===== config.mk =====
export PLATFORM = sky130hd
export DESIGN_NAME = blowfish128_round_ctrl
export DESIGN_NICKNAME = d
export VERILOG_FILES = /design/src/rtl/blowfish128_round_ctrl.sv
export SDC_FILE = /design/constraint.sdc
export NUM_CORES = 1
export LEC_CHECK = 0
export ABC_AREA = 1
export ABC_CLOCK_PERIOD_IN_PS = 2050
export BUFFER_PORTS_ARGS = -buffer_cell sky130_fd_sc_hd__buf_2
export CAP_MARGIN = 10
export CORE_MARGIN = 2
export CORE_UTILIZATION = 50
export CTS_BUF_LIST = sky130_fd_sc_hd__clkbuf_2 sky130_fd_sc_hd__clkbuf_4 sky130_fd_sc_hd__clkbuf_8
export CTS_CLUSTER_DIAMETER = 40
export DETAILED_ROUTE_END_ITERATION = 8
export GPL_TIMING_DRIVEN = 0
export PLACE_DENSITY = 0.87
export REMOVE_ABC_BUFFERS = 1
export SYNTH_ARGS = -nofsm -noshare
export SYNTH_HDL_FRONTEND = slang
export SYNTH_SLANG_ARGS = --single-unit

===== constraint.sdc =====
create_clock -name Clk -period 2.05 [get_ports Clk]
set_clock_uncertainty 0.15 [all_clocks]
set_input_delay 0.3075 -clock Clk [delete_from_list [all_inputs] [get_ports Clk]]
set_output_delay 0.3075 -clock Clk [all_outputs]
set_load 0.01 [all_outputs]

===== src/rtl/blowfish128_round_ctrl.sv =====
// Blowfish-128 Feistel round sequencer: walks the P-array, drives the F-function
// handshake and applies the final swap undo and output whitening.
module blowfish128_round_ctrl #(
  parameter int ROUNDS = 16,
  parameter int PAW    = 5
) (
  input  logic             Clk,
  input  logic             RstN,
  input  logic             Start,
  input  logic             Decrypt,
  input  logic [127:0]     DataIn,
  output logic [PAW-1:0]   PAddr,
  input  logic [63:0]      PKey,
  output logic             FEnable,
  output logic [63:0]      FX,
  input  logic [63:0]      FY,
  input  logic             FValid,
  output logic [127:0]     DataOut,
  output logic             Done,
  output logic             Busy
);

  // state | meaning
  // IDLE  | waiting for Start
  // XORP  | L ^= P[round], arm F for one call
  // FCALL | F running; on FValid fold result into R and swap
  // FIN_R | undo last swap, whiten R with P[16] (P[1] decrypt)
  // FIN_L | whiten L with P[17] (P[0] decrypt), publish result
  typedef enum logic [2:0] {
    IDLE  = 3'd0,
    XORP  = 3'd1,
    FCALL = 3'd2,
    FIN_R = 3'd3,
    FIN_L = 3'd4
  } state_e;

  localparam logic [3:0]     LAST_RND = 4'(ROUNDS - 1);
  localparam logic [PAW-1:0] P_LAST   = PAW'(ROUNDS + 1);
  localparam logic [PAW-1:0] P_PRE    = PAW'(ROUNDS);

  state_e         state_q, state_d;
  logic [63:0]    l_q, l_d;
  logic [63:0]    r_q, r_d;
  logic [3:0]     round_q, round_d;
  logic           dec_q, dec_d;
  logic           fen_q, fen_d;
  logic           done_q, done_d;
  logic [127:0]   dout_q, dout_d;
  logic [PAW-1:0] paddr;

  always_ff @(posedge Clk or negedge RstN) begin
    if (!RstN) begin
      state_q <= IDLE;
      l_q     <= '0;
      r_q     <= '0;
      round_q <= '0;
      dec_q   <= 1'b0;
      fen_q   <= 1'b0;
      done_q  <= 1'b0;
      dout_q  <= '0;
    end else begin
      state_q <= state_d;
      l_q     <= l_d;
      r_q     <= r_d;
      round_q <= round_d;
      dec_q   <= dec_d;
      fen_q   <= fen_d;
      done_q  <= done_d;
      dout_q  <= dout_d;
    end
  end

  always_comb begin
    state_d = state_q;
    l_d     = l_q;
    r_d     = r_q;
    round_d = round_q;
    dec_d   = dec_q;
    fen_d   = 1'b0;
    done_d  = 1'b0;
    dout_d  = dout_q;
    paddr   = '0;
    case (state_q)
      IDLE: begin
        if (Start) begin
          l_d     = DataIn[127:64];
          r_d     = DataIn[63:0];
          dec_d   = Decrypt;
          round_d = '0;
          state_d = XORP;
        end
      end
      XORP: begin
        paddr   = dec_q ? (P_LAST - PAW'(round_q)) : PAW'(round_q);
        l_d     = l_q ^ PKey;
        fen_d   = 1'b1;
        state_d = FCALL;
      end
      FCALL: begin
        if (FValid) begin
          l_d     = r_q ^ FY;
          r_d     = l_q;
          round_d = round_q + 4'd1;
          state_d = (round_q == LAST_RND) ? FIN_R : XORP;
        end else begin
          fen_d = 1'b1;
        end
      end
      FIN_R: begin
        paddr   = dec_q ? PAW'(1) : P_PRE;
        l_d     = r_q;
        r_d     = l_q ^ PKey;
        state_d = FIN_L;
      end
      FIN_L: begin
        paddr   = dec_q ? '0 : P_LAST;
        dout_d  = {l_q ^ PKey, r_q};
        done_d  = 1'b1;
        state_d = IDLE;
      end
      default: state_d = IDLE;
    endcase
  end

  assign PAddr   = paddr;
  assign FEnable = fen_q;
  assign FX      = l_q;
  assign DataOut = dout_q;
  assign Done    = done_q;
  assign Busy    = (state_q != IDLE);

endmodule


==> results of run 1 <==
per-layer routing:
| layer | GRT overflow | track usage |
|---|---|---|
| met2 | 1 | 0.892 |
| met3 | 0 | 0.682 |
| met1 | 0 | 0.761 |
| met4 | 6 | 0.704 |
| met5 | 0 | 0.449 |
per-stage QoR:
step | utilization | cells | setup TNS (ns) | cell area (um^2) | setup WS (ns)
detailed placement | 0.597 | 3250 | -120.35 | 18400 | -0.846
floorplan | - | 2379 | -631.88 | 15100 | -3.09
CTS | 0.743 | 3615 | -7.28 | 22800 | -0.237
global placement | 0.581 | 3235 | -2661.85 | 17900 | -7.42
what timing repair did:
action | CTS
hold endpoints to repair | 399
setup buffers | 55
pin swaps | 35
cloned | 31
setup endpoints to repair | 254
resized for setup | 109
hold buffers | 190
logic make-up after synthesis:
logic type                 Yosys count  share of synthesized area
AOI/OAI and AO/OA                  139                     0.0451
adders and majority gates            3                    0.00239
DFF                                266                      0.424
and+or+nand+nor                   1698                      0.422
xor gates and xnor gates             2                    0.00111
buffers and inverters              388                      0.106
==> impl_results.md, run 1 <==
- Outcome: stopped before the end
- Last step reached: global routing
- Error: [ERROR GRT-0232] Routing congestion too high. Check the congestion heatmap in the GUI.
- Largest net degree at the start of global routing: 118
- Most frequent cell after synthesis: nand2_1
- CTS buffer count: 51
- Initial core utilization: 0.511
- Clk buf depth: 3
- Die Ht: 181 um
- Number of library cell types mapped by synthesis: 23
- CTS H-tree depth: 2
- Cells after Synth: 2496
- PortBufs: 460
- Remaining global-route overflow: 7
- Number of synthesized flops with an enable pin: 0
- I/O pin cnt: 461
- Worst End Pin Type: output port
- Synth top area cells: dfrtp_1 (42%), nand2_1 (25%), nor2_1 (11%)
- GRT worst endpoint: PAddr[3]
- Die Wd: 181 um
- Post-synth top area share: 0.424
- Clk sinks: 266
- Synth async-reset ratio: 1.00
- CTS Root Cell: clkbuf_8
- Ys Warns: 0
- Synth top cells by count: nand2_1 (1036), nor2_1 (456), inv_1 (267), dfrtp_1 (266), nand3_1 (202)
- Post-synthesis sequential area ratio: 0.424
- Top FF cell, synth: dfrtp_1
- #FFs+latches synth: 266
- Total Routing Usage GR: 0.764
- Row cnt: 64
- DP HPWL: 35.5 mm
- Synthesized area: 15700 um^2
- Synth Area per Inst: 6.30 um^2
- Cell accounting for the most synthesized area: dfrtp_1
- Routability Congestion: 0.897
==> run 2: changes to the inputs <==
--- a/config.mk
+++ b/config.mk
@@ -10,12 +10,10 @@
 export BUFFER_PORTS_ARGS = -buffer_cell sky130_fd_sc_hd__buf_2
 export CAP_MARGIN = 10
 export CORE_MARGIN = 2
-export CORE_UTILIZATION = 50
-export CTS_BUF_LIST = sky130_fd_sc_hd__clkbuf_2 sky130_fd_sc_hd__clkbuf_4 sky130_fd_sc_hd__clkbuf_8
-export CTS_CLUSTER_DIAMETER = 40
+export CORE_UTILIZATION = 35
 export DETAILED_ROUTE_END_ITERATION = 8
 export GPL_TIMING_DRIVEN = 0
-export PLACE_DENSITY = 0.87
+export PLACE_DENSITY_LB_ADDON = 0.15
 export REMOVE_ABC_BUFFERS = 1
 export SYNTH_ARGS = -nofsm -noshare
 export SYNTH_HDL_FRONTEND = slang
==> run 2 against run 1 <==
Compared with the run above: the flow now finishes, with violations (setup timing); synthesized cell count stayed put; area after synthesis stayed put.
==> impl_results.md, run 2 <==
- Outcome: finished with violations
- Failing checks: setup timing
- Ys Warns: 0 (unchanged)
- RSZ-0062 raised after global routing: true
- Max Used Layer: met5
- CTS H-tree depth: 2 (unchanged)
- Hold WC Path Type: input port to flop
- Synth Area per Inst: 6.30 um^2 (unchanged)
- DRT Wirelength: 84.3 mm
- Clock Pin Slew Worst Setup and Hold Paths: 0.06 ns
- Core ar.: 44300 um^2
- Setup WS post-layout: -0.327 ns
- Max-cap violations: 0
- Antenna-violating nets left: 0
- Worst-Skew Late Latency: 0.55 ns
- Post-synth top area share: 0.424 (unchanged)
- HP Start: DataIn[101]
- Crit-path slowest cell: dfrtp_2
- M1 WL: 32.9 mm
- Largest net degree at the start of global routing: 103
- Drt wl/cell: 22.0 um
- Total Routing Usage GR: 0.308
- CTS tree: done
- Worst Hold Depth: 5
- Dpl ws: -0.900 ns (-0.0540 ns)
- Area grow syn2layout: 59.4%
- Fin area: 25100 um^2
- Most common cell after layout, fill and taps aside: nand2_1
- Number of flip-flops in the largest register: 128
- Placed Cells: 3447 (+6.1%)
- Worst R2R Start: state_q[1]
- Period utilization: 1.16
- Max IR drop VDD: 1.12 mV
- Cell accounting for the most synthesized area: dfrtp_1
- Row cnt: 77 (+20%)
- CTS Root Cell: clkbuf_16
- Clk buf depth: 3 (unchanged)
- Via/cell ratio: 5.10
- First drt pass iteration count: 6
- Slew Limit Fails: 0
- Initial core utilization: 0.355 (-0.156)
- Crit-path cells: buf_6 -> buf_4 -> nand2_8 -> inv_1 -> nor3_4 -> a21oi_2 -> buf_2
- R2r endpoint: FX[42]
- Synth top area cells: dfrtp_1 (42%), nand2_1 (25%), nor2_1 (11%)
- Data required, critical path: 1.59 ns
- Startpoint types: flop
- Post-synthesis sequential area ratio: 0.424 (unchanged)
- Largest stage delay on the critical path: 0.45 ns
- Worst hold slack: 0.0150 ns
- Area after DPL: 18600 um^2 (+1.6%)
- PortBufs: 460 (unchanged)
- I/O pin cnt: 461 (unchanged)
- DP HPWL: 36.9 mm (+4.0%)
- FF-to-FF setup slack: -0.22 ns
- Commonest non-fill, non-tap cells in the layout: nand2_1 (995), buf_2 (457), nor2_1 (371)
- WS Path Type: flop to output pin
- Worst-Margin Slew: 0.636 ns
- Top FF cell, synth: dfrtp_1
- DR vias: 19.6k
- Remaining global-route overflow: 0
- #FFs+latches synth: 266 (unchanged)
- Met2 WL: 37.5 mm
- Met3 wire len: 9.09 mm
- Final design utilization: 0.565
- Nets: 3479
- Die ar.: 46600 um^2
- Fill cells: 4113
- Number of synthesized flops with an enable pin: 0 (unchanged)
- Drt drc: 0
- Routability Congestion: 0.832 (-7.3%)
- Clk sinks: 266 (unchanged)
- Cells on worst reg2reg path: 12
- Synth async-reset ratio: 1.00 (unchanged)
- Most frequent cell after synthesis: nand2_1
- Layout cells sized above 1: 0.264
- Maximum clock rate: 0.421 GHz
- Setup violators final: 119
- CP Data Arrival Time: 1.92 ns
- Final cell count without fillers: 3835
- Cells after Synth: 2496 (unchanged)
- Initial antenna violation count: 8
- Fin crit period: 2.38 ns
- Crit path max fanout: 4
- Fin. Hold Viols: 0
- Synthesized area: 15700 um^2 (unchanged)
- First-pass GRT wire length: 108 mm
- Static Leak: 0.0139 uW
- Die Wd: 216 um (+19%)
- Hold endpoint: FX[37]
- Number of library cell types mapped by synthesis: 23 (unchanged)
- Drt initial violations: 2187
- Crit end category: output pin
- Max transition margin: 0.576
- Die Ht: 216 um (+19%)
- PD cells: 1820 nW/um^2
- Synth top cells by count: nand2_1 (1036), nor2_1 (456), inv_1 (267), dfrtp_1 (266), nand3_1 (202)
- Vias in the first global route: 17.6k
- CTS buffer count: 36 (-29%)
-- run 2: cell counts after synthesis --
No cell type changed its count.
-- run 2: metal layers --
metal | up-vias | GRT usage
met3 | 295 | 0.0734
met2 | 1081 | 0.490
met1 | 9152 | 0.398
met5 | - | 0
met4 | 6 | 0.136
li1 | 9019 | -
-- run 2: worst max-delay path by stage --
| stage | cells after the start | slack (ns) | startpoint | end |
|---|---|---|---|---|
| floorplan | 3 | -3.09 | state_q[1] | PAddr[0] |
| global placement | 5 | -8.44 | state_q[1] | PAddr[0] |
| detailed placement | 8 | -0.90 | state_q[2] | PAddr[4] |
| CTS | 8 | -0.24 | state_q[0] | PAddr[4] |
| global route | 7 | -0.38 | state_q[2] | PAddr[4] |
| finish | 7 | -0.33 | state_q[2] | PAddr[4] |
-- run 2: repair_timing --
action	4_1_cts	5_1_grt
setup endpoints to repair	232	205
hold buffers	193	0
setup buffers	45	24
pin swaps	10	76
endpoints found under the hold margin	257	0
resized for setup	63	273
gates cloned	30	37
-- run 2: final cells by class --
cell class,instances,area (um^2),share of cell area
Multi-Input combinational cell,1853,8510,0.340
Timing Repair Buffer,785,6840,0.273
Sequential cell,266,6660,0.266
Inverter,271,1120,0.0446
Clock buffer,55,1090,0.0436
Tap cell,592,741,0.0296
Clock inverter,4,48.8,0.00195
Timing Repair inverter,2,25.0,0.000999
Antenna cell,7,17.5,0.000699
-- run 2: logic make-up after synthesis --
group           synth area share
simple gates               0.422
flops                      0.424
compound gates            0.0451
fa+ha+maj                0.00239
buf+inv                    0.106
xor+xnor                 0.00111
-- run 2: per-stage QoR --
stage                     total power (uW)   TNS, ns
after global routing                 48100    -14.97
final                                45600     -9.33
after detailed placement             28500   -115.76
after floorplan                      20400   -631.88
after CTS                            40100     -2.15
after global placement               23400  -2940.40
-- run 2: power breakdown --
group | internal, uW | total, uW | switching (uW)
registers | 7890 | 10100 | 2160
logic | 11400 | 29300 | 17900
clock network | 3770 | 6300 | 2530
-- run 2: worst max-delay path, delay by kind of cell (launching register included) --
| family | cells | cell delay [ns] |
|---|---|---|
| buffers and inverters | 4 | 0.56 |
| DFF | 1 | 0.45 |
| and+or+nand+nor | 2 | 0.30 |
| AOI/OAI and AO/OA | 1 | 0.05 |
Note: power is estimated with default switching activity, not from simulation.
==> run 3: changes to the inputs <==
--- a/config.mk
+++ b/config.mk
@@ -13,7 +13,8 @@
 export CORE_UTILIZATION = 35
 export DETAILED_ROUTE_END_ITERATION = 8
 export GPL_TIMING_DRIVEN = 0
-export PLACE_DENSITY_LB_ADDON = 0.15
+export MAX_ROUTING_LAYER = met4
+export PLACE_DENSITY = 0.62
 export REMOVE_ABC_BUFFERS = 1
 export SYNTH_ARGS = -nofsm -noshare
 export SYNTH_HDL_FRONTEND = slang
==> run 3 against run 2 <==
Compared with the run above: the run still ends with setup timing left; final cell count about the same; routed wire length down 4.7%; via count up 1.4%; worst setup slack better by 0.019 ns; largest cell class unchanged.
==> impl_results.md, run 3 (synthesis results as in run 2) <==
- Outcome: finished with violations
- Failing checks: setup timing
- Most common cell after layout, fill and taps aside: nand2_1
- Setup violators final: 140 (+18%)
- Fin crit period: 2.36 ns (-0.0187 ns)
- Routability Congestion: 0.878 (+5.6%)
- Met3 wire len: 9.29 mm (+2.2%)
- Max IR drop VDD: 1.12 mV (-0.57%)
- PortBufs: 460 (unchanged)
- Initial antenna violation count: 6 (-2)
- Nets: 3479 (unchanged)
- PD cells: 1840 nW/um^2 (+1.3%)
- Maximum clock rate: 0.424 GHz (+0.79%)
- Worst-Skew Late Latency: 0.54 ns (about the same)
- Period utilization: 1.15 (-0.00914)
- Clk buf depth: 3 (unchanged)
- Setup TNS: -27.79 ns (-18.46 ns)
- Core ar.: 44300 um^2 (unchanged)
- First-pass GRT wire length: 103 mm (-4.6%)
- I/O pin cnt: 461 (unchanged)
- Largest stage delay on the critical path: 0.45 ns (about the same)
- Drt wl/cell: 20.9 um (-4.7%)
- Largest net degree at the start of global routing: 116 (+13%)
- First drt pass iteration count: 5 (-1)
- Layout cells sized above 1: 0.228 (-0.0360)
- Crit-path cells: buf_4 -> buf_6 -> buf_6 -> nor2_4 -> buf_6 -> nand3_4 -> nand3_4 -> buf_12 -> clkinv_16 -> clkbuf_16 -> nand2_1 -> nand2_1
- Data required, critical path: 2.33 ns (+0.74 ns)
- DRT Wirelength: 80.3 mm (-4.7%)
- CP Data Arrival Time: 2.64 ns (+0.72 ns)
- Clock Pin Slew Worst Setup and Hold Paths: 0.06 ns (about the same)
- Antenna-violating nets left: 0 (unchanged)
- Crit path max fanout: 6 (+2)
- Fin. Hold Viols: 0 (unchanged)
- Max transition margin: 0.547 (-0.0291)
- Total Power: 44900 uW (-1.6%)
- Register area: 6660 um^2 (about the same)
- CTS H-tree depth: 2 (unchanged)
- CP dominant cell by count: buf_6
- Fill cells: 4075 (-0.92%)
- Row cnt: 77 (unchanged)
- Hold WC Path Type: input port to flop
- Area grow syn2layout: 55.0%
- WS Path Type: flop to flop
- Die Wd: 216 um (unchanged)
- DP HPWL: 36.7 mm (-0.58%)
- Placed Cells: 3447 (unchanged)
- CTS Root Cell: clkbuf_16
- Die Ht: 216 um (unchanged)
- Crit end category: flop
- CTS tree: done
- Number of flip-flops in the largest register: 128 (unchanged)
- Worst-Margin Slew: 0.679 ns (+0.0437 ns)
- M1 WL: 31.0 mm (-5.8%)
- Clk sinks: 266 (unchanged)
- DR vias: 19.8k (+1.4%)
- Remaining global-route overflow: 0 (unchanged)
- Drt drc: 0 (unchanged)
- Total Routing Usage GR: 0.294 (-0.0134)
- CTS buffer count: 35 (-2.8%)
- Static Leak: 0.0136 uW (-2.1%)
- Vias in the first global route: 18.2k (+3.3%)
- Slew Limit Fails: 0 (unchanged)
- Max Used Layer: met4
- Max-cap violations: 0 (unchanged)
- Crit-path slowest cell: dfrtp_2
- Initial core utilization: 0.355 (unchanged)
- Drt initial violations: 2165 (-1.0%)
- Area of the multi-input gates: 7980 um^2 (-6.1%)
- Via/cell ratio: 5.17 (+1.4%)
- Setup WS post-layout: -0.308 ns (+0.0187 ns)
- Met2 WL: 36.5 mm (-2.7%)
- Die ar.: 46600 um^2 (unchanged)
- Final cell count without fillers: 3837 (+0.052%)
- RSZ-0062 raised after global routing: true
- Commonest non-fill, non-tap cells in the layout: nand2_1 (1021), buf_2 (457), nor2_1 (432)
- Startpoint types: flop
-- run 3: repair_timing --
| item | CTS | global route |
|---|---|---|
| pin swaps | 15 | 14 |
| cloned | 22 | 39 |
| setup endpoints to repair | 239 | 200 |
| hold buffers | 186 | 0 |
| setup buffers | 43 | 34 |
| endpoints found under the hold margin | 240 | 0 |
| gates resized for setup | 69 | 131 |
-- run 3: metal layers --
metal	up-vias	global-route usage
met4	0	0.120
met1	9201	0.357
met2	1325	0.480
met3	280	0.0588
met5	-	-
li1	9029	-
-- run 3: per-stage QoR --
stage	cell area (um^2)	setup slack, ns	hold WS [ns]	utilization
2_1_floorplan	15100	-3.09	-0.138	-
3_3_place_gp	18100	-8.07	0.310	0.409
3_5_place_dp	18600	-1.05	0.135	0.420
4_1_cts	22700	-0.270	0.000251	0.511
5_1_grt	24400	-0.339	0.0510	0.549
6_report	24400	-0.308	0.0330	0.550
-- run 3: critical path: cells and delay by family (launching register included) --
| kind | cells | cell delay, ns |
|---|---|---|
| flops | 1 | 0.45 |
| simple gates | 5 | 0.60 |
| buf+inv | 7 | 1.00 |
-- run 3: report_power, final --
part / total [uW] / internal, uW / switching [uW]
Sequential: 10000 / 7900 / 2140
Clock: 6240 / 3740 / 2490
Combinational: 28600 / 11100 / 17500
-- run 3: final cells by class --
cell class / instances / share of cell area
Sequential cell: 266 / 0.274
Timing Repair Buffer: 781 / 0.272
Clock inverter: 3 / 0.00175
Inverter: 271 / 0.0464
Multi-Input combinational cell: 1855 / 0.328
Timing Repair inverter: 5 / 0.00267
Clock buffer: 57 / 0.0448
Antenna cell: 7 / 0.000719
Tap cell: 592 / 0.0304
-- run 3: worst paths after layout --
check                           cells after the start  slack, ns      endpoint   startpoint
max in group asynchronous                           3       0.58   DataOut[97]         RstN
worst min-delay path                                5       0.03        FX[33]   DataIn[97]
min in group asynchronous                           2       0.16  DataOut[118]         RstN
worst max-delay path                               12      -0.31       r_q[37]   state_q[0]
worst min register to register                      2       0.32   DataOut[36]  DataOut[36]
worst max register to register                     12      -0.31       r_q[37]   state_q[0]
